$ cat src/rtl/spi_mstr_mss.sv
// SPI master (mode 3) with a binary-indexed active-low slave-select decoder,
// a one-deep command buffer, and a received word tagged with its source slave.
module spi_mstr_mss #(
  parameter int NUM_SS      = 5,
  parameter int SS_W        = 3,
  parameter int DATA_W      = 16,
  parameter int SCLK_DIV    = 32,
  parameter int FRONT_PORCH = 8,
  parameter int BACK_PORCH  = 8,
  parameter int MIN_GAP     = 4
) (
  input  logic              clk,
  input  logic              rst,
  input  logic              wrt,
  input  logic [SS_W-1:0]   ss_sel,
  input  logic [DATA_W-1:0] data_out,
  input  logic              MISO,
  output logic              SCLK,
  output logic              MOSI,
  output logic [NUM_SS-1:0] SS_n,
  output logic              busy,
  output logic              done,
  output logic [DATA_W-1:0] data_in,
  output logic [SS_W-1:0]   last_ss,
  output logic              ovf,
  output logic              sel_err
);
  localparam int CW = 16;
  localparam int BW = $clog2(DATA_W) + 1;

  typedef enum logic [2:0] {IDLE, FRONT, SHIFT, BACK, GAP} state_t;

  state_t            state;
  logic [CW-1:0]     cnt;
  logic [BW-1:0]     bit_cnt;
  logic [DATA_W-1:0] shreg;
  logic [DATA_W-1:0] rxreg;
  logic [SS_W-1:0]   sel;
  logic              buf_valid;
  logic [SS_W-1:0]   buf_sel;
  logic [DATA_W-1:0] buf_data;
  logic              sel_ok;
  logic              store_now;

  function automatic logic [NUM_SS-1:0] ss_dec(input logic [SS_W-1:0] s);
    logic [NUM_SS-1:0] v;
    v = '1;
    for (int unsigned k = 0; k < NUM_SS; k++)
      if (SS_W'(k) == s) v[k] = 1'b0;
    return v;
  endfunction

  always_comb begin
    sel_ok    = ({1'b0, ss_sel} < (SS_W+1)'(NUM_SS));
    store_now = wrt && sel_ok && (state != IDLE) && !buf_valid;
  end

  always_ff @(posedge clk) begin
    if (rst) begin
      state     <= IDLE;
      cnt       <= '0;
      bit_cnt   <= '0;
      shreg     <= '0;
      rxreg     <= '0;
      sel       <= '0;
      buf_valid <= 1'b0;
      buf_sel   <= '0;
      buf_data  <= '0;
      SCLK      <= 1'b1;
      MOSI      <= 1'b0;
      SS_n      <= '1;
      busy      <= 1'b0;
      done      <= 1'b0;
      data_in   <= '0;
      last_ss   <= '0;
      ovf       <= 1'b0;
      sel_err   <= 1'b0;
    end else begin
      done    <= 1'b0;
      ovf     <= wrt && sel_ok && (state != IDLE) && buf_valid;
      sel_err <= wrt && !sel_ok;
      cnt     <= cnt + 1'b1;
      if (store_now) begin
        buf_valid <= 1'b1;
        buf_sel   <= ss_sel;
        buf_data  <= data_out;
      end
      case (state)
        IDLE: begin
          cnt <= '0;
          if (wrt && sel_ok) begin
            sel   <= ss_sel;
            shreg <= data_out;
            MOSI  <= data_out[DATA_W-1];
            SS_n  <= ss_dec(ss_sel);
            busy  <= 1'b1;
            state <= FRONT;
          end
        end
        FRONT: begin
          if (cnt == CW'(FRONT_PORCH-1)) begin
            state   <= SHIFT;
            SCLK    <= 1'b0;
            cnt     <= '0;
            bit_cnt <= '0;
          end
        end
        SHIFT: begin
          if (cnt == CW'(SCLK_DIV/2-1)) begin
            SCLK  <= 1'b1;
            rxreg <= {rxreg[DATA_W-2:0], MISO};
          end
          if (cnt == CW'(SCLK_DIV-1)) begin
            cnt <= '0;
            if (bit_cnt == BW'(DATA_W-1)) begin
              state <= BACK;
            end else begin
              SCLK    <= 1'b0;
              bit_cnt <= bit_cnt + 1'b1;
              shreg   <= shreg << 1;
              MOSI    <= shreg[DATA_W-2];
            end
          end
        end
        BACK: begin
          if (cnt == CW'(BACK_PORCH-1)) begin
            SS_n    <= '1;
            MOSI    <= 1'b0;
            done    <= 1'b1;
            data_in <= rxreg;
            last_ss <= sel;
            cnt     <= '0;
            // a request landing in this last cycle still counts as buffered
            if (buf_valid || store_now) begin
              state <= GAP;
            end else begin
              state <= IDLE;
              busy  <= 1'b0;
            end
          end
        end
        GAP: begin
          // the completion cycle is GAP with cnt==0; the buffer moves at its end
          if (cnt == '0) begin
            sel       <= buf_sel;
            shreg     <= buf_data;
            buf_valid <= 1'b0;
          end
          if (cnt == CW'(MIN_GAP)) begin
            state <= FRONT;
            SS_n  <= ss_dec(sel);
            MOSI  <= shreg[DATA_W-1];
            cnt   <= '0;
          end
        end
        default: state <= IDLE;
      endcase
    end
  end
endmodule

$ cat config.mk
export PLATFORM = sky130hd
export DESIGN_NAME = spi_mstr_mss
export DESIGN_NICKNAME = d
export VERILOG_FILES = /design/src/rtl/spi_mstr_mss.sv
export SDC_FILE = /design/constraint.sdc
export NUM_CORES = 1
export LEC_CHECK = 0
export ABC_CLOCK_PERIOD_IN_PS = 1800
export CORE_MARGIN = 4
export CORE_UTILIZATION = 53
export CTS_BUF_LIST = sky130_fd_sc_hd__clkbuf_2 sky130_fd_sc_hd__clkbuf_4 sky130_fd_sc_hd__clkbuf_8
export CTS_CLUSTER_SIZE = 40
export DETAILED_ROUTE_END_ITERATION = 8
export PLACE_DENSITY = 0.79
export SLEW_MARGIN = 20
export SYNTH_ARGS = -nofsm -noshare
export SYNTH_HDL_FRONTEND = slang
export SYNTH_SLANG_ARGS = --single-unit
$ cat constraint.sdc
create_clock -name clk -period 1.8 [get_ports clk]
set_input_delay 0.36 -clock clk [delete_from_list [all_inputs] [get_ports clk]]
set_output_delay 0.36 -clock clk [all_outputs]
set_load 0.1 [all_outputs]
==> results of run 1 <==
[state kept, by name (all words and copies together) (netlist names), 3 cells and up]
| name | cells |
|---|---|
| buf_data | 16 |
| cnt | 16 |
| data_in | 16 |
| rxreg | 16 |
| shreg | 16 |
| SS_n | 5 |
| bit_cnt | 5 |
| buf_sel | 3 |
| last_ss | 3 |
| sel | 3 |
| state | 3 |
[cell type report]
class / instances / area [µm²] / area share
multi-input cells: 421 / 3200 / 0.427
flip-flops and latches: 109 / 2200 / 0.293
repair buffers: 140 / 1730 / 0.231
well taps: 108 / 135 / 0.0180
clock buffers: 9 / 124 / 0.0165
clock inverters: 7 / 73.8 / 0.00985
inverters: 9 / 33.8 / 0.00451
[cell usage in the layout (no fill, tap or decap), types with 3 or more instances in the layout]
master / count
nand2_2: 22
a21oi_1: 42
mux2i_1: 6
nand2_1: 76
a22oi_2: 3
clkbuf_16: 6
nor2_2: 6
a211oi_1: 6
nand4_1: 5
a31oi_1: 3
nor3_1: 17
ha_4: 5
dfxtp_1: 98
o21ai_0: 4
nor2_1: 27
a22o_1: 15
xor2_1: 8
xnor2_1: 7
nand3_1: 13
nor2b_1: 4
nand2b_1: 3
buf_12: 37
dfxtp_2: 11
nor2_4: 14
nand2_4: 24
buf_4: 61
inv_1: 7
clkdlybuf4s50_1: 21
clkbuf_8: 9
and3_4: 3
a21oi_2: 33
and4_1: 3
o21ai_1: 4
nor3_2: 6
buf_6: 15
a211oi_2: 11
[repair_timing]
item,4_1_cts,5_1_grt
gates cloned,0,10
setup endpoints to repair,67,84
setup buffers,8,7
resized for setup,29,187
pin swaps,16,97
[worst register-to-register path, cell delays in order, from the launching register on]
cell and delay [ns]:
dfxtp_1 0.38, nor4_4 0.41, buf_4 0.21, and4b_4 0.32, o211a_4 0.24, clkbuf_16 0.19
nand2_2 0.07, a21oi_1 0.16
[kinds of logic after synthesis]
kind of cell,Yosys count
simple gates,255
compound gates,139
flops,109
buf+inv,48
xor+xnor,15
mux,7
fa+ha+maj,5
[path summary, 6_finish.rpt]
| kind | start | end | slack [ns] | cells past startpoint |
|---|---|---|---|---|
| max | cnt[8] | rxreg[12] | -0.24 | 7 |
| min | rst | shreg[15] | 0.32 | 2 |
| max reg2reg | cnt[8] | rxreg[12] | -0.24 | 7 |
| min reg2reg | buf_data[7] | buf_data[7] | 0.46 | 2 |
[power by group]
part	internal [mW]	switching, mW	leakage [nW]
clock	0.551	0.994	0.101
sequential	2.48	0.0655	0.889
combinational	0.309	0.381	1.97
[through the flow]
stage               area (µm²)  hold slack [ns]  setup WS (ns)   util  std cells
finish                    7490            0.323         -0.240  0.851        803
floorplan                 4900            0.432        0.00128      -        578
global route              7490            0.308         -0.325  0.851        803
CTS                       6570            0.304        -0.0263  0.746        788
global placement          6190            0.438         -0.180  0.703        764
detailed placement        6190            0.447         -0.220  0.703        764
[per-layer routing]
layer  up-vias  routed length (µm)  GRT usage
li1       2245                   -          -
met1      2541                6760      0.286
met2       327                9360      0.407
met3        82                1500     0.0634
met4         0                 715     0.0836
met5         -                   0          0
==> impl_metrics.env, run 1 <==
export IMPL_critical_path_buf_inv_count=2
export IMPL_syn_cell_area_um2=4860
export IMPL_clockBufferDepth=2
export IMPL_cts_buffers=9
export IMPL_firstDrtPassIters=5
export IMPL_fin_tns_setup_ns=-12.53
export IMPL_layout_min_cycle_time_ns=2.04
export IMPL_io_buffer_count=52
export IMPL_p_leak_nw=2.96
export IMPL_clock_latency_ns=0.40
export IMPL_synth_adder_area_share=0.0129
export IMPL_synth_top_family_by_area="simple AND/OR/NAND/NOR gates"
export IMPL_overflow=0
export IMPL_relSlewSlack=0.531
export IMPL_fin_nets=718
export IMPL_grt_pass1_vias=4516
export IMPL_crit_type="flop to flop"
export IMPL_finalCritPeriodShare=1.13
export IMPL_synth_compound_area_share=0.190
export IMPL_holdBufCountCts=0
export IMPL_vias=5195
export IMPL_synth_seq_area_share=0.449
export IMPL_synth_cell_type_count=58
export IMPL_yosys_area_share_simple=0.253
export IMPL_synth_seq_cells=109
export IMPL_cp_arrival_ns=2.37
export IMPL_cts_root_buf="clkbuf_8"
export IMPL_tightest_slew_ns=0.703
export IMPL_clock_sinks=109
export IMPL_slowest_delay_ns=0.41
export IMPL_core_area_um2=8810
export IMPL_antenna_found_initial=0
export IMPL_avgSynthCellArea_um2=8.40
export IMPL_peakVddDrop_v=0.000523
export IMPL_synth_common_cells="nand2_1 (122), dfxtp_1 (109), a21oi_1 (75)"
export IMPL_rows=34
export IMPL_drt_iter0_drc=514
export IMPL_io_pins=53
export IMPL_synthMuxAreaShare=0.0147
export IMPL_synth_area_leaders="dfxtp_1 (45%), nand2_1 (9.4%), a21oi_1 (7.7%)"
export IMPL_worst_path_max_delay_cell="nor4_4"
export IMPL_synthFlopType="dfxtp_1"
export IMPL_async_flop_share=0
export IMPL_rsz0062_at_grt="true"
export IMPL_antenna_cells=0
export IMPL_vias_per_cell=6.47
export IMPL_power_mw=4.78
export IMPL_syn2layout_area_growth_pct=54.2
export IMPL_die_area_um2=10800
export IMPL_fin_ws_ns=-0.240
export IMPL_die_h_um=104
export IMPL_cp_start_kind="flop"
export IMPL_grt_max_degree=27
export IMPL_nFillCells=389
export IMPL_drive_gt1_frac=0.437
export IMPL_synth_most_common_cell="nand2_1"
export IMPL_drv_slew=0
export IMPL_syn_num_nets=606
export IMPL_critical_path_cell_chain="nor4_4 -> buf_4 -> and4b_4 -> o211a_4 -> clkbuf_16 -> nand2_2 -> a21oi_1"
export IMPL_p_per_area_nw_per_um2=639
export IMPL_maxCapViolations=0
export IMPL_run_status="finished, violations left"
export IMPL_critPathMaxFanout=8
export IMPL_synth_xor_area_share=0.0270
export IMPL_yosys_warnings=0
export IMPL_min_path_type="primary input to flop"
export IMPL_synth_top_cell_area_share=0.449
export IMPL_postSynthCellCount=578
export IMPL_max_freq_ghz=0.490
export IMPL_finalHoldViolCount=0
export IMPL_detail_route_wl_per_cell_um=22.8
export IMPL_h_tree_depth=3
export IMPL_antenna_left=0
export IMPL_drc=0
export IMPL_path_delay_family="simple AND/OR/NAND/NOR gates"
export IMPL_setup_viol=85
export IMPL_die_width_um=104
export IMPL_synth_edf_count=0
export IMPL_crit_required_ns=2.13
export IMPL_track_usage=0.237
export IMPL_yosys_area_top_type="dfxtp_1"
export IMPL_finClkSkew_ns=0.0135
export IMPL_initial_core_util=0.552
export IMPL_crit_path_end_kind="flop"
export IMPL_clkTransAtPathRegs_ns=0.13
export IMPL_grt_pass1_wl_mm=21.4
export IMPL_routabilityCongestion=0.855
export IMPL_violations="setup timing"
export IMPL_wl_mm=18.3
export IMPL_tritoncts="done"
export IMPL_dp_hpwl_mm=8.31
Note: power is estimated with default switching activity, not from simulation.
==> inputs of run 2 (changes only) <==
- ABC_CLOCK_PERIOD_IN_PS: 1800 -> 2100
- CORE_UTILIZATION: 53 -> 58
- PLACE_DENSITY: 0.79 -> 0.82
- clock period: 1.8 -> 2.1 ns (I/O delays scaled with it)
==> run 2 against run 1 <==
  * The run now ends clean
  * Clock-buffer cell count unchanged
  * Combinational power down 37%
  * Die area down 8.0%
  * Clock power down 18%
  * Non-clock buffer count down 59
  * Core utilization down 15 points
  * Final cell count down 7.7%
  * Register-to-register slack better by 0.33 ns
  * Critical endpoint is now bit_cnt[3]
==> impl_metrics.env, run 2 (synthesis results as in run 1) <==
export IMPL_run_status="complete, no violations"
export IMPL_power_mw=3.88
export IMPL_multi_input_area_um2=2470
export IMPL_clock_sinks=109
export IMPL_die_width_um=99.5
export IMPL_routabilityCongestion=0.834
export IMPL_cts_root_buf="clkbuf_8"
export IMPL_setup_viol=0
export IMPL_track_usage=0.227
export IMPL_critPathMaxFanout=8
export IMPL_mostFrequentLayoutCell="nand2_1"
export IMPL_mostFrequentLayoutCells="nand2_1 (122), dfxtp_1 (108), a21oi_1 (75)"
export IMPL_antenna_cells=0
export IMPL_antenna_found_initial=0
export IMPL_placed_area_um2=5470
export IMPL_dp_hpwl_mm=7.38
export IMPL_tritoncts="done"
export IMPL_io_buffer_count=52
export IMPL_drv_slew=0
export IMPL_drt_iter0_drc=245
export IMPL_crit_required_ns=2.41
export IMPL_fin_area_um2=5740
export IMPL_die_area_um2=9900
export IMPL_finClkSkew_ns=0.0140
export IMPL_use_met1=0.279
export IMPL_drive_gt1_frac=0.168
export IMPL_cts_buffers=9
export IMPL_clock_latency_ns=0.38
export IMPL_finalHoldViolCount=0
export IMPL_die_h_um=99.5
export IMPL_min_path_type="flop to flop"
export IMPL_initial_core_util=0.594
export IMPL_io_pins=53
export IMPL_antenna_left=0
export IMPL_finalCritPeriodShare=0.955
export IMPL_fin_nets=659
export IMPL_rows=33
export IMPL_clockBufferDepth=2
export IMPL_syn2layout_area_growth_pct=18.2
export IMPL_grt_busiest_layer="met2"
export IMPL_p_per_area_nw_per_um2=675
export IMPL_met2_usage=0.384
export IMPL_vias=4306
export IMPL_clkTransAtPathRegs_ns=0.12
export IMPL_relSlewSlack=0.507
export IMPL_use_met3=0.0596
export IMPL_crit_type="flop to flop"
export IMPL_vias_per_cell=5.81
export IMPL_wl_mm=11.1
export IMPL_h_tree_depth=3
export IMPL_rsz0062_at_grt="true"
export IMPL_layout_min_cycle_time_ns=2.01
export IMPL_grt_pass1_wl_mm=18.7
export IMPL_crit_path_end_kind="flop"
export IMPL_maxCapViolations=0
export IMPL_tightest_slew_ns=0.739
export IMPL_cp_start_kind="flop"
export IMPL_overflow=0
export IMPL_firstDrtPassIters=5
export IMPL_core_area_um2=8180
export IMPL_max_freq_ghz=0.499
export IMPL_peakVddDrop_v=0.000524
export IMPL_grt_pass1_vias=4172
export IMPL_drc=0
export IMPL_p_leak_nw=2.09
export IMPL_detail_route_wl_per_cell_um=14.9
export IMPL_nFillCells=650
export IMPL_cp_arrival_ns=2.32
export IMPL_grt_max_degree=42
export IMPL_ff_latch_area_um2=2180
run 2: path summary, 6_finish.rpt:
kind	start	slack (ns)	cells after the start	to
setup / recovery	bit_cnt[0]	0.09	8	bit_cnt[3]
hold reg to reg	cnt[0]	0.46	1	cnt[0]
setup reg to reg	bit_cnt[0]	0.09	8	bit_cnt[3]
hold / removal	cnt[0]	0.46	1	cnt[0]
run 2: layout make-up:
class,count,share of cell area
Clock inverter,7,0.0135
Sequential cell,109,0.380
Clock buffer,9,0.0216
Multi-Input combinational cell,421,0.431
Tap cell,105,0.0229
Timing Repair Buffer,81,0.124
Inverter,9,0.00589
run 2: timing repair:
action                                  4_1_cts  5_1_grt
pin swaps                                     0        3
hold buffers                                  0        0
setup buffers                                 0        1
gates resized for setup                       2        8
endpoints found under the setup margin        1       59
run 2: per-stage QoR:
step                      setup TNS [ns]  worst slack [ns]  utilization  hold slack (ns)  cells
after floorplan                        0             0.135            -            0.432    578
after global placement                 0            0.0498        0.669            0.440    724
after detailed placement         -0.0172           -0.0172        0.669            0.446    724
after CTS                              0           0.00341        0.695            0.452    740
after global routing              -0.140           -0.0455        0.702            0.471    741
final                                  0            0.0946        0.702            0.456    741
run 2: per-layer routing:
layer | wire [µm] | share of wire | vias up
met5 | 0 | 0 | -
met4 | 216 | 0.020 | 0
met3 | 600 | 0.054 | 25
met2 | 5500 | 0.50 | 141
met1 | 4750 | 0.43 | 2023
li1 | - | - | 2117
run 2: where the power goes:
part	switching [mW]	total, mW	internal, mW
registers	0.0449	2.17	2.13
clock network	0.789	1.26	0.475
logic	0.250	0.438	0.188
total	1.08	3.88	2.79
run 2: critical path, stage by stage, from the launching register on:
cell and delay, ns:
dfxtp_1 0.35, ha_1 0.21, and3_1 0.18, ha_1 0.23
nor3_2 0.22, buf_4 0.15, o21ai_2 0.10, or3_1 0.36
a21oi_1 0.14
==> inputs of run 3 (changes only) <==
--- a/config.mk
+++ b/config.mk
@@ -8,11 +8,12 @@
 export ABC_CLOCK_PERIOD_IN_PS = 2100
 export CORE_MARGIN = 4
-export CORE_UTILIZATION = 58
+export CORE_UTILIZATION = 53
 export CTS_BUF_LIST = sky130_fd_sc_hd__clkbuf_2 sky130_fd_sc_hd__clkbuf_4 sky130_fd_sc_hd__clkbuf_8
 export CTS_CLUSTER_SIZE = 40
 export DETAILED_ROUTE_END_ITERATION = 8
-export PLACE_DENSITY = 0.82
+export PLACE_DENSITY = 0.76
 export SLEW_MARGIN = 20
 export SYNTH_ARGS = -nofsm -noshare
 export SYNTH_HDL_FRONTEND = slang
 export SYNTH_SLANG_ARGS = --single-unit
+export TNS_END_PERCENT = 100
==> constraint.sdc (replaced) <==
create_clock -name clk -period 2.1 [get_ports clk]
set_input_delay 0.525 -clock clk [delete_from_list [all_inputs] [get_ports clk]]
set_output_delay 0.525 -clock clk [all_outputs]
set_load 0.1 [all_outputs]
==> run 3 against run 2 <==
  * Non-clock buffer count grew 10
  * Critical endpoint is now cnt[5]
  * Combinational power is essentially flat
  * Core utilization down 4.7 points
  * Hold slack improved by 0.0076 ns
  * Clock skew shrank 0.0029 ns
  * Clock power grew 12%
==> impl_metrics.env, run 3 (synthesis results as in run 1) <==
export IMPL_vias_per_cell=5.69
export IMPL_fin_ws_ns=0.126
export IMPL_h_tree_depth=3
export IMPL_ff2ff_setup_slack_ns=0.13
export IMPL_firstDrtPassIters=5
export IMPL_min_to="buf_sel[2]"
export IMPL_stdcell_count=754
export IMPL_p_per_area_nw_per_um2=697
export IMPL_mostFrequentLayoutCells="nand2_1 (122), dfxtp_1 (109), a21oi_1 (75)"
export IMPL_grt_max_degree=46
export IMPL_detail_route_wl_per_cell_um=15.1
export IMPL_dp_hpwl_mm=7.84
export IMPL_core_area_um2=8810
export IMPL_crit_required_ns=2.37
export IMPL_drt_iter0_drc=268
export IMPL_maxCapViolations=0
export IMPL_finalHoldViolCount=0
export IMPL_p_clk_frac=0.351
export IMPL_io_buffer_count=52
export IMPL_clkTransAtPathRegs_ns=0.11
export IMPL_drv_slew=0
export IMPL_p_leak_nw=2.13
export IMPL_relSlewSlack=0.516
export IMPL_rr_worst_depth=7
export IMPL_fin_nets=669
export IMPL_antenna_left=0
export IMPL_cp_arrival_ns=2.25
export IMPL_die_h_um=104
export IMPL_routabilityCongestion=0.858
export IMPL_clockBufferDepth=2
export IMPL_place_ws_ns=-0.0698
export IMPL_finalCritPeriodShare=0.940
export IMPL_vias=4290
export IMPL_die_area_um2=10800
export IMPL_reg2reg_from="cnt[1]"
export IMPL_hp_start="buf_sel[2]"
export IMPL_max_freq_ghz=0.507
export IMPL_track_usage=0.213
export IMPL_cts_root_buf="clkbuf_8"
export IMPL_holdPathStages=2
export IMPL_drc=0
export IMPL_cp_start_kind="flop"
export IMPL_wl_mm=11.4
export IMPL_r2r_end="cnt[5]"
export IMPL_p_int_mw=2.91
export IMPL_place_inst=737
export IMPL_switching_share=0.276
export IMPL_io_pins=53
export IMPL_rows=34
export IMPL_seqPwrFrac=0.541
export IMPL_worst_path_max_delay_cell="o31ai_1"
export IMPL_tritoncts="done"
export IMPL_antenna_found_initial=0
export IMPL_peakVddDrop_v=0.000422
export IMPL_cts_buffers=9
export IMPL_grt_pass1_wl_mm=19.5
export IMPL_switching_power_mw=1.11
export IMPL_critical_path_cell_chain="inv_1 -> ha_1 -> nor4bb_1 -> nand4_1 -> o31ai_1 -> a31o_4 -> nor2_1"
export IMPL_p_comb_frac=0.109
export IMPL_crit_path_end_kind="flop"
export IMPL_overflow=0
export IMPL_slowest_delay_ns=0.38
export IMPL_clock_sinks=109
export IMPL_fin_tns_setup_ns=0
export IMPL_tightest_slew_ns=0.726
export IMPL_drive_gt1_frac=0.176
export IMPL_run_status="complete, no violations"
export IMPL_critPathMaxFanout=15
export IMPL_mostFrequentLayoutCell="nand2_1"
export IMPL_min_path_type="flop to flop"
export IMPL_clock_latency_ns=0.38
export IMPL_finClkSkew_ns=0.0112
export IMPL_syn2layout_area_growth_pct=18.8
export IMPL_initial_core_util=0.552
export IMPL_rsz0062_at_grt="true"
export IMPL_antenna_cells=0
export IMPL_grt_pass1_vias=4197
export IMPL_crit_type="flop to flop"
export IMPL_die_width_um=104
export IMPL_layout_min_cycle_time_ns=1.97
export IMPL_holdBufCountCts=0
export IMPL_setup_viol=0
[run 3: area by class of cell]
type	instances	area (µm²)
multi-input combinational	421	2450
clock inverter	7	108
clock buffer	9	124
sequential	109	2180
tap	108	135
timing repair buffer	91	739
fill	748	3040
inverter	9	33.8
[run 3: critical path: cells and delay by family (launching register included)]
kind            cells  cell delay [ns]
buf+inv             1             0.06
compound gates      2             0.70
flops               1             0.35
simple gates        3             0.60
fa+ha+maj           1             0.15
[run 3: power by group through the flow]
| stage | registers [mW] | logic, mW | clock network (mW) |
|---|---|---|---|
| floorplan | 2.25 | 0.248 | 0 |
| global placement | 2.22 | 0.419 | 0 |
| detailed placement | 2.22 | 0.430 | 0 |
| CTS | 2.17 | 0.432 | 1.45 |
| global route | 2.18 | 0.474 | 1.52 |
| finish | 2.17 | 0.437 | 1.41 |
[run 3: repair_timing]
| action | 4_1_cts | 5_1_grt |
|---|---|---|
| setup buffers | 0 | 1 |
| endpoints found under the hold margin | 0 | 0 |
| pin swaps | 0 | 3 |
| endpoints found under the setup margin | 4 | 37 |
| resized for setup | 2 | 5 |
[run 3: routing by layer]
layer	vias to the layer above	track usage	part of all wire
li1	2141	-	-
met1	2047	0.260	0.43
met2	90	0.378	0.51
met3	12	0.0417	0.040
met4	0	0.0693	0.014
met5	-	0	0
[run 3: worst max-delay path by stage]
stage / to / from / depth (start not counted) / slack, ns
2_1_floorplan: shreg[10] / bit_cnt[0] / 10 / 0.13
5_1_grt: shreg[14] / cnt[8] / 7 / -0.01
4_1_cts: cnt[5] / cnt[1] / 7 / 0.04
3_3_place_gp: buf_sel[1] / ss_sel[0] / 7 / -0.02
6_report: cnt[5] / cnt[1] / 7 / 0.13
3_5_place_dp: shreg[4] / ss_sel[1] / 7 / -0.07
[run 3: metrics by stage]
stage	utilization	hold WS, ns	area, µm²	total power, mW
after global routing	0.655	0.482	5770	4.17
after detailed placement	0.624	0.448	5500	2.65
after floorplan	-	0.432	4860	2.50
after CTS	0.651	0.464	5740	4.05
final	0.655	0.464	5770	4.02
after global placement	0.624	0.441	5500	2.63
